[src/rtl/seq_addsub.sv]
// Multi-cycle adder/subtractor: one DIGIT-bit full-adder slice and a registered
// carry process the operands LSB-first, one digit per clock.

module seq_addsub_fa (
    input  logic a,
    input  logic b,
    input  logic ci,
    output logic s,
    output logic co
);
    assign s  = a ^ b ^ ci;
    assign co = (a & b) | (a & ci) | (b & ci);
endmodule

module seq_addsub #(
    parameter int WIDTH = 8,
    parameter int DIGIT = 1
) (
    input  logic             clk,
    input  logic             reset,
    input  logic             start,
    input  logic             sub,
    input  logic [WIDTH-1:0] a,
    input  logic [WIDTH-1:0] b,
    output logic             busy,
    output logic             done,
    output logic [WIDTH-1:0] s,
    output logic             cout,
    output logic             ovf
);
    localparam int N  = WIDTH / DIGIT;
    localparam int CW = (N > 1) ? $clog2(N) : 1;

    typedef enum logic {IDLE, RUN} state_t;

    state_t           state, state_nxt;
    logic [WIDTH-1:0] op_a, op_b, res, res_nxt;
    logic             carry;
    logic [CW-1:0]    cnt;
    logic [DIGIT:0]   c;
    logic [DIGIT-1:0] sum_d;
    logic             last, accept, step;

    // Operands shift right each step, so the slice always sees the low digit.
    assign c[0] = carry;
    for (genvar j = 0; j < DIGIT; j++) begin : g_fa
        seq_addsub_fa u_fa (
            .a  (op_a[j]),
            .b  (op_b[j]),
            .ci (c[j]),
            .s  (sum_d[j]),
            .co (c[j+1])
        );
    end

    assign last    = (cnt == CW'(N - 1));
    assign res_nxt = (res >> DIGIT) | (WIDTH'(sum_d) << (WIDTH - DIGIT));

    always_ff @(posedge clk) begin
        if (reset) state <= IDLE;
        else       state <= state_nxt;
    end

    always_comb begin
        state_nxt = state;
        case (state)
            IDLE:    if (start) state_nxt = RUN;
            RUN:     if (last)  state_nxt = IDLE;
            default: state_nxt = IDLE;
        endcase
    end

    always_comb begin
        busy   = (state == RUN);
        accept = (state == IDLE) && start;
        step   = (state == RUN);
    end

    always_ff @(posedge clk) begin
        if (reset) begin
            op_a  <= '0;
            op_b  <= '0;
            res   <= '0;
            carry <= 1'b0;
            cnt   <= '0;
            s     <= '0;
            cout  <= 1'b0;
            ovf   <= 1'b0;
            done  <= 1'b0;
        end else begin
            done <= 1'b0;
            if (accept) begin
                op_a  <= a;
                op_b  <= sub ? ~b : b;
                carry <= sub;
                cnt   <= '0;
                res   <= '0;
            end else if (step) begin
                op_a  <= op_a >> DIGIT;
                op_b  <= op_b >> DIGIT;
                carry <= c[DIGIT];
                cnt   <= cnt + CW'(1);
                res   <= res_nxt;
                // Last digit holds the MSB: c[DIGIT-1] is the carry into it.
                if (last) begin
                    s    <= res_nxt;
                    cout <= c[DIGIT];
                    ovf  <= c[DIGIT] ^ c[DIGIT-1];
                    done <= 1'b1;
                end
            end
        end
    end
endmodule

[config.mk]
export PLATFORM = sky130hd
export DESIGN_NAME = seq_addsub
export DESIGN_NICKNAME = d
export VERILOG_FILES = /design/src/rtl/seq_addsub.sv
export SDC_FILE = /design/constraint.sdc
export NUM_CORES = 1
export LEC_CHECK = 0
export ABC_AREA = 1
export CAP_MARGIN = 25
export CORE_MARGIN = 2
export CORE_UTILIZATION = 50
export DETAILED_ROUTE_END_ITERATION = 8
export DONT_BUFFER_PORTS = 1
export PLACE_DENSITY_LB_ADDON = 0.08
export SYNTH_ARGS = -nofsm -noshare
export SYNTH_HDL_FRONTEND = slang
export SYNTH_SLANG_ARGS = --single-unit
[constraint.sdc]
create_clock -name clk -period 1.35 [get_ports clk]
set_input_delay 0.135 -clock clk [delete_from_list [all_inputs] [get_ports clk]]
set_output_delay 0.135 -clock clk [all_outputs]
set_load 0.01 [all_outputs]
# ---- Word level (Yosys, flattened, before mapping)
# Index checks and enable logic that the tools add are counted.
dict set report totals {
  elab_cells 40
  register_bits 40
}
dict set report op_classes {
  mux 11
  add_sub_neg 1
  n_eq_ne 1
  reduce_logical 5
  bitwise 12
}
# operator n
set op_table {}
lappend op_table {{$mux W8} 5}
lappend op_table {{$not A8 Y8} 1}
lappend op_table {{$or A7 B8 Y8} 1}
lappend op_table {{$mux W1} 5}
lappend op_table {{$add A3 B1 Y3 const B} 1}
lappend op_table {{$and A1 B1 Y1} 3}
lappend op_table {{$eq A3 B3 Y1 const B} 1}
lappend op_table {{$reduce_and A3 Y1} 1}
lappend op_table {{$reduce_or A3 Y1} 1}
lappend op_table {{$xor A1 B1 Y1} 3}
lappend op_table {{$not A1 Y1} 2}
lappend op_table {{$or A1 B1 Y1} 2}
lappend op_table {{$pmux W1 S2} 1}
lappend op_table {{$reduce_bool A2 Y1} 1}
lappend op_table {{$reduce_or A2 Y1} 1}
lappend op_table {{$logic_and A1 B1 Y1} 1}

# ---- Depth between registers and ports, before layout
# Gate-level depths: netlist (run 1).
dict set report depth {
  word_depth 5
  mapped_depth 7
  ltp_nobuf 6
}

# ---- Hierarchy
# From an unflattened synthesis (run 1), not the netlist that was laid out.
dict set report unflattened {
  cells_unflattened 245
  area_unflattened_um2 1762.9
}
# module area_per_inst_um2 cells_per_inst n_inst
set modules_own_cells {}
lappend modules_own_cells {seq_addsub 1742.9 244 1}
lappend modules_own_cells {seq_addsub_fa 20.0 1 1}

# ---- Worst setup path before layout (run 1)
# Ideal clock, no wire load.
dict set report synth_path {
  kind {reg2reg}
  from {register cnt[0]}
  to {register s[0]}
  setup_ns 0.116
  period_less_slack_ns 1.226
  setup_slack_ns 0.124
  stages_incl_launch_ff 8
  n_path_buf 1
  t_required_ns 1.234
  t_arrival_ns 1.110
  path_cell_list {dfxtp_1 > ha_1 > ha_1 > nand2_4 > inv_2 > buf_6 > nor2_1 > nor2_1}
}
dict set report synth_between {
  elab_chain_len 2
}
# item line
set synth_rtl {}
lappend synth_rtl {{start, declared} 39} ;# logic [CW-1:0] cnt;
lappend synth_rtl {{start signal, assigned} 102} ;# cnt <= cnt + CW'(1);
lappend synth_rtl {{$eq A3 B3 Y1} 56} ;# assign last = (cnt == CW'(N - 1));
lappend synth_rtl {{via last} 42} ;# logic last, accept, step;
lappend synth_rtl {{$reduce_and A3 Y1 (no line)} --}
lappend synth_rtl {{end signal, assigned} 106} ;# s <= res_nxt;
lappend synth_rtl {{end, declared} 27} ;# output logic [WIDTH-1:0] s,
# The timed path passes the listed nets, and every way through them passes these cells.
# A chain may end at the register's enable or synchronous reset.

# ---- Final worst setup path (run 1)
dict set report layout_path {
  from {register cnt[0]}
  to {register ovf}
}
dict set report layout_between {
  elab_chain_len 2
}
# item line
set layout_rtl {}
lappend layout_rtl {{$eq A3 B3 Y1} 56}
lappend layout_rtl {{via last} 42}
lappend layout_rtl {{$reduce_and A3 Y1 (no line)} --}
lappend layout_rtl {{end signal, assigned} 108} ;# ovf <= c[DIGIT] ^ c[DIGIT-1];
lappend layout_rtl {{end, declared} 29} ;# output logic ovf
# The timed path passes the listed nets, and every way through them passes these cells.

==> reports/qor.csv, run 1 <==
stage,metric,value,unit
pwr,Tot Pwr,0.00237,W
timing,Slew headroom,0.489,
logic_synthesis,Mapped Cells,245,
outcome,status,completed,
place,Port-buffer cells,0,
logic_synthesis,synthesized flop and latch total,39,
routing,wire per inst,10.9,um
routing,Vias/cell,4.86,
floorplanning,Die W,63.4,um
logic_synthesis,predominant post-synthesis flop cell,dfxtp_1,
layout,Register Area,782,um^2
routing,WL final,3250,um
setup_path,Startpoint Class,flip-flop,
timing,RSZ-0062 raised after global routing,no,
timing,hold_ws,0.0350,ns
worst_hold_path,Hold Crit Depth,4,
logic_synthesis,"Seq/Total Area, Yosys",0.443,
routing,first drt pass iteration count,4,
routing,post-route ant nets,0,
place,Placed Cells incl. Taps,286,
setup_path,data arrival time of the critical path,1.47,ns
logic_synthesis,top-count cell post-synth,nand2_1,
logic_synthesis,Synth cell types,22,
routing,DRT iter0 DRCs,84,
clock_network,root buffer cell,clkbuf_4,
clock_network,Max H-tree Level,2,
grt,first-pass GRT wire length,5980,um
clock_network,# clock sinks,39,
grt,initial antenna violation count,0,
place,Post-DP HPWL,2270,um
pwr,Leak,0.923,nW
setup_path,FF-to-FF End,ovf,
run,Max-cap violations,0,
pwr,power per cell area,1220,mW/mm^2
layout,Layout fillers,340,
timing,Clock Skew,0.00684,ns
timing,setup violators final,0,
setup_path,worst-case reg-to-reg path depth,6,
timing,setup TNS,0,ns
setup_path,Worst R2R Setup Slack,0.10,ns
logic_synthesis,post-synth top area share,0.443,
floorplanning,starting density of the core,0.524,
logic_synthesis,Post-synth ARST share,0,
grt,GRT Overall Usage,0.189,
timing,"Slew Viols, Final",0,
grt,vias in the first global route,1425,
timing,fmax,803,MHz
layout,Area Overhead vs Synth,10.6,%
setup_path,endpoint class of the critical path,flip-flop,
routing,drt drc,0,
place,Placer Congestion,0.739,
logic_synthesis,"top cells by count, synth","98 x nand2_1, 39 x dfxtp_1, 32 x a21oi_1",
setup_path,worst path required time,1.58,ns
logic_synthesis,Post-Synthesis Cell Area,0.00176,mm^2
floorplanning,Ports,32,
worst_hold_path,min-delay src,b[0],
grt,grt ovf,0,
layout,Multi-input gate area,787,um^2
clock_network,Clock Tree Buf Depth,2,
clock_network,CTS tree,built,
setup_path,Worst Path Max Fanout,12,
layout,Final Non-Filler Cells,299,
timing,fin crit share,0.923,
clock_network,clk slew on worst S/H paths,0.11,ns
floorplanning,row count,21,
pwr,VDD IR max,0.616,mV
worst_hold_path,Hold Path End,op_b[0],
logic_synthesis,Syn. warnings,0,
worst_hold_path,Hold Crit Class,input pin to flip-flop,
setup_path,critical path type,flip-flop to flip-flop,
floorplanning,core area,0.00336,mm^2
layout,share of layout cells above drive strength 1,0.0988,
logic_synthesis,average cell area after synthesis,7.20,um^2
timing,Final Hold Viols,0,
grt,largest net degree at the start of global routing,19,
logic_synthesis,dominant cell type by area after synthesis,dfxtp_1,
setup_path,launch point of the worst reg-to-reg path,cnt[0],
floorplanning,die area,0.00402,mm^2
layout,ANT cells,0,
timing,Slew @ Worst Pin,0.764,ns
clock_network,Num CTS Buffers,5,
logic_synthesis,syn nets,269,
layout,Final #Nets,276,
logic_synthesis,"EDFF count, synth",0,
floorplanning,die span in y,63.4,um
routing,DR vias,1452,
clock_network,clk_lat worst skew,0.33,ns
timing,Final min period,1.25,ns
logic_synthesis,largest cells by area after synthesis,"dfxtp_1 44%, nand2_1 21%, a21oi_1 9.1%",
[registers in the layout, summed over array words and instances (netlist names)]
register and cells:
op_b 8, s 8, op_a 8, res 7, carry 1, busy 1
ovf 1, done 1, cnt 3, cout 1
[placed cells by master (no fill, tap or decap), drive strengths merged, types with 2 or more instances in the layout]
master and instances:
bufinv 2, nand3 17, a21oi 34, inv 29, o21ai 3, dfxtp 39, ha 3, nand2 100
nor2 5, xnor2 2, buf 6, clkbuf 6, dlygate4sd3 5
[power by group]
| part | internal [W] | switching [W] | total [W] | leakage (nW) |
|---|---|---|---|---|
| registers | 0.00119 | 0.0000249 | 0.00121 | 0.317 |
| logic | 0.0000893 | 0.000129 | 0.000218 | 0.553 |
| clock network | 0.000578 | 0.000362 | 0.000940 | 0.0525 |
[final cells by class]
cell class / count / share of cell area
Multi-Input combinational cell: 166 / 0.403
Inverter: 29 / 0.0571
Sequential cell: 39 / 0.401
Tap cell: 46 / 0.0295
Clock inverter: 2 / 0.0308
Clock buffer: 6 / 0.0212
Timing Repair Buffer: 11 / 0.0571
[metrics by stage]
stage | instance area (um^2) | util | setup slack, ns
after floorplan | 1760 | - | 0.124
after detailed placement | 1790 | 0.532 | 0.102
final | 1950 | 0.580 | 0.104
after CTS | 1940 | 0.577 | 0.0661
after global placement | 1790 | 0.532 | 0.135
after global routing | 1950 | 0.580 | 0.0102
[timing repair]
action | 4_1_cts | 5_1_grt
setup buffers | 0 | 0
hold endpoints to repair | 18 | 0
resized for setup | 0 | 4
setup endpoints to repair | 0 | 5
hold buffers | 5 | 0
[layer usage]
layer	up-vias	track usage	share of wire
met5	-	0	0
met4	0	0.0652	0.0092
met3	2	0.0589	0.042
met2	21	0.318	0.45
met1	651	0.227	0.50
li1	778	-	-
[worst max-delay path, stage by stage, from the launching register on]
cell,delay (ns)
dfxtp_2,0.34
ha_1,0.21
ha_1,0.21
nand2_4,0.10
inv_4,0.07
o21ai_0,0.16
a21oi_1,0.06
[worst max path at each step]
stage / from / cells past startpoint / end / slack [ns]
5_1_grt: cnt[0] / 6 / s[1] / 0.01
3_3_place_gp: cnt[0] / 6 / ovf / 0.14
6_report: cnt[0] / 6 / ovf / 0.10
3_5_place_dp: cnt[0] / 6 / ovf / 0.10
4_1_cts: cnt[0] / 6 / ovf / 0.07
2_1_floorplan: cnt[0] / 7 / s[0] / 0.12
[kinds of logic (layout without fill, tap and decap cells)]
| group | count (synthesis) | count (layout) | share of synthesized area |
|---|---|---|---|
| buffers and inverters | 40 | 48 | 0.113 |
| AOI/OAI and AO/OA | 38 | 38 | 0.116 |
| DFF | 39 | 39 | 0.443 |
| adders and majority gates | 4 | 4 | 0.0326 |
| and+or+nand+nor | 122 | 122 | 0.286 |
| xor gates and xnor gates | 2 | 2 | 0.00994 |
Note: power is estimated with default switching activity, not from simulation.
==> run 2: changes to the inputs <==
--- a/config.mk
+++ b/config.mk
@@ -11,7 +11,7 @@
 export CORE_UTILIZATION = 50
 export DETAILED_ROUTE_END_ITERATION = 8
 export DONT_BUFFER_PORTS = 1
-export PLACE_DENSITY_LB_ADDON = 0.08
+export PLACE_DENSITY = 0.74
 export SYNTH_ARGS = -nofsm -noshare
 export SYNTH_HDL_FRONTEND = slang
 export SYNTH_SLANG_ARGS = --single-unit
==> reports/qor.csv, run 2 (synthesis results as in run 1) <==
stage,metric,value,unit
clock_network,Clock Tree Buf Depth,2,
setup_path,Worst Path Max Fanout,6,
layout,share of layout cells above drive strength 1,0.0992,
pwr,VDD IR max,0.662,mV
layout,Area Overhead vs Synth,7.81,%
routing,DR vias,1488,
timing,fmax,814,MHz
timing,setup violators final,0,
routing,WL final,3340,um
setup_path,Startpoint Class,flip-flop,
pwr,Tot Pwr,0.00201,W
setup_path,endpoint class of the critical path,flip-flop,
routing,wire per inst,11.2,um
floorplanning,Ports,32,
timing,setup TNS,0,ns
timing,Clock Skew,0.00758,ns
setup_path,crit-path cells,ha_1 -> ha_2 -> nand2_4 -> buf_4 -> nand2_1 -> a21oi_1,
grt,initial antenna violation count,0,
floorplanning,row count,21,
timing,"Slew Viols, Final",0,
grt,first-pass GRT wire length,6000,um
worst_hold_path,Hold Crit Class,input pin to flip-flop,
floorplanning,core area,0.00336,mm^2
layout,highest-count cells in the layout ignoring fill and taps,"98 x nand2_1, 38 x dfxtp_1, 32 x a21oi_1",
pwr,Leak,0.894,nW
pwr,power per cell area,1060,mW/mm^2
layout,Layout fillers,330,
floorplanning,die area,0.00402,mm^2
timing,Final Hold Viols,0,
layout,Final Non-Filler Cells,298,
setup_path,CP peak stage delay,0.34,ns
setup_path,data arrival time of the critical path,1.50,ns
clock_network,clk_lat worst skew,0.34,ns
clock_network,Num CTS Buffers,5,
clock_network,Max H-tree Level,2,
layout,ANT cells,0,
setup_path,"delay-heaviest family, CP",adder cells,
timing,Slew @ Worst Pin,0.713,ns
clock_network,clk slew on worst S/H paths,0.12,ns
place,Placed Cells incl. Taps,286,
grt,largest net degree at the start of global routing,19,
grt,grt ovf,0,
clock_network,CTS tree,built,
timing,fin crit share,0.910,
outcome,status,completed,
floorplanning,starting density of the core,0.524,
layout,"commonest non-fill, non-tap cell in the layout",nand2_1,
place,Port-buffer cells,0,
routing,first drt pass iteration count,5,
layout,Final #Nets,275,
setup_path,critical path type,flip-flop to flip-flop,
routing,Vias/cell,4.99,
clock_network,root buffer cell,clkbuf_4,
floorplanning,Die W,63.4,um
routing,post-route ant nets,0,
run,Max-cap violations,0,
routing,DRT iter0 DRCs,60,
floorplanning,die span in y,63.4,um
timing,RSZ-0062 raised after global routing,no,
layout,Regs by FF count,"op_a (8), op_b (8), s (8)",
grt,GRT Overall Usage,0.187,
place,Post-DP HPWL,2300,um
clock_network,# clock sinks,39,
timing,Final min period,1.23,ns
setup_path,Worst path slowest cell,dfxtp_1,
timing,Slew headroom,0.523,
routing,drt drc,0,
setup_path,worst path required time,1.62,ns
place,Placer Congestion,0.786,
grt,vias in the first global route,1458,
setup_path,WP buf/inv,1,
==> run 2: cell types whose count changed in the layout (fill, tap and decap cells not counted), sizes merged <==
| cell | before | now |
|---|---|---|
| clkinv | 0 | 1 |
| dlygate4sd3 | 5 | 4 |
| clkinvlp | 0 | 1 |
| bufinv | 2 | 0 |
==> run 2: worst reg2reg max path, cell delays in order (launching register included) <==
cell,delay [ns]
dfxtp_1,0.34
ha_1,0.22
ha_2,0.19
nand2_4,0.10
buf_4,0.14
nand2_1,0.05
a21oi_1,0.13
==> run 2: per-stage QoR <==
| step | util | setup slack (ns) | hold slack, ns | cell area, um^2 |
|---|---|---|---|---|
| 2_1_floorplan | - | 0.124 | 0.278 | 1760 |
| 3_3_place_gp | 0.535 | 0.129 | 0.203 | 1800 |
| 3_5_place_dp | 0.535 | 0.0816 | 0.204 | 1800 |
| 4_1_cts | 0.560 | 0.0168 | 0.00228 | 1880 |
| 5_1_grt | 0.565 | 0.00152 | 0.0315 | 1900 |
| 6_report | 0.565 | 0.121 | 0.0107 | 1900 |
==> run 2: layer usage <==
| layer | wire length [um] | track usage | up-vias |
|---|---|---|---|
| met5 | 0 | 0 | - |
| met4 | 33 | 0.0761 | 0 |
| met1 | 1650 | 0.236 | 669 |
| met2 | 1470 | 0.301 | 36 |
| li1 | - | - | 778 |
| met3 | 189 | 0.0518 | 5 |
==> run 2: power breakdown <==
| part | leakage, nW | internal, W | switching, W | total [W] |
|---|---|---|---|---|
| clock | 0.0282 | 0.000201 | 0.000377 | 0.000578 |
| sequential | 0.317 | 0.00119 | 0.0000258 | 0.00121 |
| combinational | 0.548 | 0.0000923 | 0.000130 | 0.000223 |
==> run 2: what timing repair did <==
| item | CTS | global route |
|---|---|---|
| endpoints found under the setup margin | 0 | 3 |
| gates resized for setup | 0 | 3 |
| setup buffers | 0 | 0 |
| hold buffers | 3 | 1 |
| hold endpoints to repair | 18 | 1 |
==> run 2: cell type report <==
class,count,area [um^2],share of cell area
clock buffers,6,41.3,0.0217
inverters,29,111,0.0586
clock inverters,2,12.5,0.00658
flip-flops and latches,39,782,0.411
repair buffers,10,110,0.0579
well taps,46,57.6,0.0303
multi-input cells,166,786,0.413
==> run 2: path summary, 6_finish.rpt <==
kind / startpoint / to / slack, ns / depth (start not counted)
worst max-delay path: cnt[0] / s[5] / 0.12 / 6
worst min-delay path: b[7] / op_b[7] / 0.01 / 3
worst max register to register: cnt[0] / s[5] / 0.12 / 6
worst min register to register: res[1] / res[1] / 0.47 / 2
==> run 3: changes to the inputs <==
--- a/config.mk
+++ b/config.mk
@@ -6,12 +6,12 @@
 export NUM_CORES = 1
 export LEC_CHECK = 0
 export ABC_AREA = 1
+export BUFFER_PORTS_ARGS = -buffer_cell sky130_fd_sc_hd__buf_2
 export CAP_MARGIN = 25
 export CORE_MARGIN = 2
 export CORE_UTILIZATION = 50
 export DETAILED_ROUTE_END_ITERATION = 8
-export DONT_BUFFER_PORTS = 1
-export PLACE_DENSITY = 0.74
+export PLACE_DENSITY = 0.82
 export SYNTH_ARGS = -nofsm -noshare
 export SYNTH_HDL_FRONTEND = slang
 export SYNTH_SLANG_ARGS = --single-unit
==> constraint.sdc (replaced) <==
create_clock -name clk -period 1.35 [get_ports clk]
set_input_delay 0.0675 -clock clk [delete_from_list [all_inputs] [get_ports clk]]
set_output_delay 0.0675 -clock clk [all_outputs]
set_load 0.01 [all_outputs]
==> reports/qor.csv, run 3 (synthesis results as in run 1) <==
stage,metric,value,unit
timing,PnR worst setup slack,0.107,ns
layout,Layout fillers,346,
setup_path,Worst path slowest cell,dfxtp_1,
setup_path,Critical Path Stages,2,
pwr,sequential power share,0.592,
setup_path,Critical path origin,busy,
floorplanning,die span in y,63.4,um
place,dpl ws,0.0721,ns
floorplanning,starting density of the core,0.524,
timing,setup TNS,0,ns
routing,DRT iter0 DRCs,93,
floorplanning,Ports,32,
setup_path,worst-case reg-to-reg path depth,6,
setup_path,Startpoint Class,flip-flop,
grt,grt ovf,0,
routing,post-route ant nets,0,
clock_network,CTS tree,built,
floorplanning,row count,21,
setup_path,"delay-heaviest family, CP",flip-flops,
timing,RSZ-0062 raised after global routing,no,
setup_path,worst path required time,1.28,ns
pwr,Leak,1.04,nW
layout,Regs by FF count,"op_a (8), op_b (8), s (8)",
pwr,Net Sw Frac,0.271,
place,Port-buffer cells,31,
timing,Final Hold Viols,0,
routing,WL final,3280,um
timing,fmax,805,MHz
floorplanning,die area,0.00402,mm^2
layout,share of layout cells above drive strength 1,0.211,
layout,ANT cells,0,
clock_network,Max H-tree Level,2,
timing,Clock Skew,0.00624,ns
routing,first drt pass iteration count,4,
setup_path,WP buf/inv,2,
floorplanning,core area,0.00336,mm^2
clock_network,root buffer cell,clkbuf_4,
pwr,VDD IR max,0.574,mV
setup_path,crit-path cells,buf_4 -> buf_2,
pwr,P_int,0.00149,W
pwr,switching power,0.000554,W
routing,wire per inst,9.95,um
clock_network,clk_lat worst skew,0.35,ns
timing,Slew headroom,0.810,
clock_network,Num CTS Buffers,5,
run,Max-cap violations,0,
grt,largest net degree at the start of global routing,19,
grt,GRT Overall Usage,0.182,
setup_path,critical path type,flip-flop to output pin,
place,Placer Congestion,0.846,
clock_network,# clock sinks,39,
grt,first-pass GRT wire length,5850,um
pwr,power per cell area,1010,mW/mm^2
setup_path,CP peak stage delay,0.46,ns
setup_path,endpoint class of the critical path,output pin,
setup_path,launch point of the worst reg-to-reg path,cnt[0],
layout,"commonest non-fill, non-tap cell in the layout",nand2_1,
pwr,Gate power share,0.123,
timing,setup violators final,0,
grt,vias in the first global route,1404,
clock_network,clk slew on worst S/H paths,0.11,ns
layout,highest-count cells in the layout ignoring fill and taps,"98 x nand2_1, 38 x dfxtp_1, 32 x a21oi_1",
floorplanning,Die W,63.4,um
worst_hold_path,min-delay src,b[7],
grt,initial antenna violation count,0,
pwr,clock power share,0.286,
routing,Vias/cell,4.81,
timing,fin crit share,0.921,
timing,"Slew Viols, Final",0,
worst_hold_path,Hold Crit Class,input pin to flip-flop,
routing,drt drc,0,
routing,DR vias,1587,
worst_hold_path,Hold Crit Depth,4,
layout,Final #Nets,307,
outcome,status,completed,
place,Post-DP HPWL,2390,um
setup_path,data arrival time of the critical path,1.18,ns
timing,Final min period,1.24,ns
layout,Area Overhead vs Synth,15.4,%
setup_path,Worst Path Max Fanout,11,
clock_network,Clock Tree Buf Depth,2,
timing,Slew @ Worst Pin,0.284,ns
## run 3: layer usage
metal | routed length (um) | part of all wire | global-route usage
met5 | 0 | 0 | 0
met4 | 55 | 0.017 | 0.0625
met3 | 137 | 0.042 | 0.0500
met2 | 1470 | 0.45 | 0.292
met1 | 1630 | 0.49 | 0.236
## run 3: repair_timing
action                                  CTS  global route
endpoints found under the hold margin     1             0
gates resized for setup                   0             5
endpoints found under the setup margin    0             9
hold buffers                              1             0
buffers inserted                          0             0
## run 3: power groups by stage
stage / sequential, W / clock [W] / combinational, W
final: 0.00121 / 0.000585 / 0.000251
after detailed placement: 0.00124 / 0 / 0.000250
after CTS: 0.00121 / 0.000585 / 0.000253
after global routing: 0.00122 / 0.000651 / 0.000291
after floorplan: 0.00124 / 0 / 0.000181
after global placement: 0.00124 / 0 / 0.000246
## run 3: layout make-up
| cell class | instances | area, um^2 | share of cell area |
|---|---|---|---|
| clock buffer | 6 | 41.3 | 0.0203 |
| clock inverter | 2 | 12.5 | 0.00615 |
| inverter | 29 | 111 | 0.0547 |
| multi-input combinational | 166 | 786 | 0.386 |
| sequential | 39 | 782 | 0.384 |
| tap | 46 | 57.6 | 0.0283 |
| timing repair buffer | 42 | 244 | 0.120 |
## run 3: worst paths after layout
path | to | slack (ns)
setup reg to reg | s[7] | 0.13
hold / removal | op_b[7] | 0.03
setup / recovery | busy | 0.11
hold reg to reg | s[6] | 0.47
## run 3: metrics by stage
stage          instance area, um^2   util  total power [W]  hold slack (ns)  std cells
2_1_floorplan                 1760      -          0.00142            0.210        245
3_3_place_gp                  1960  0.583          0.00148            0.330        321
3_5_place_dp                  1960  0.583          0.00149            0.338        321
4_1_cts                       2020  0.602          0.00205           0.0287        330
5_1_grt                       2030  0.605          0.00216           0.0517        330
6_report                      2030  0.605          0.00205           0.0331        330
## run 3: worst min-delay path: cells and delay by family
family	cells	cell delay [ns]
compound gates	1	0.05
simple gates	2	0.12
buf+inv	1	0.09
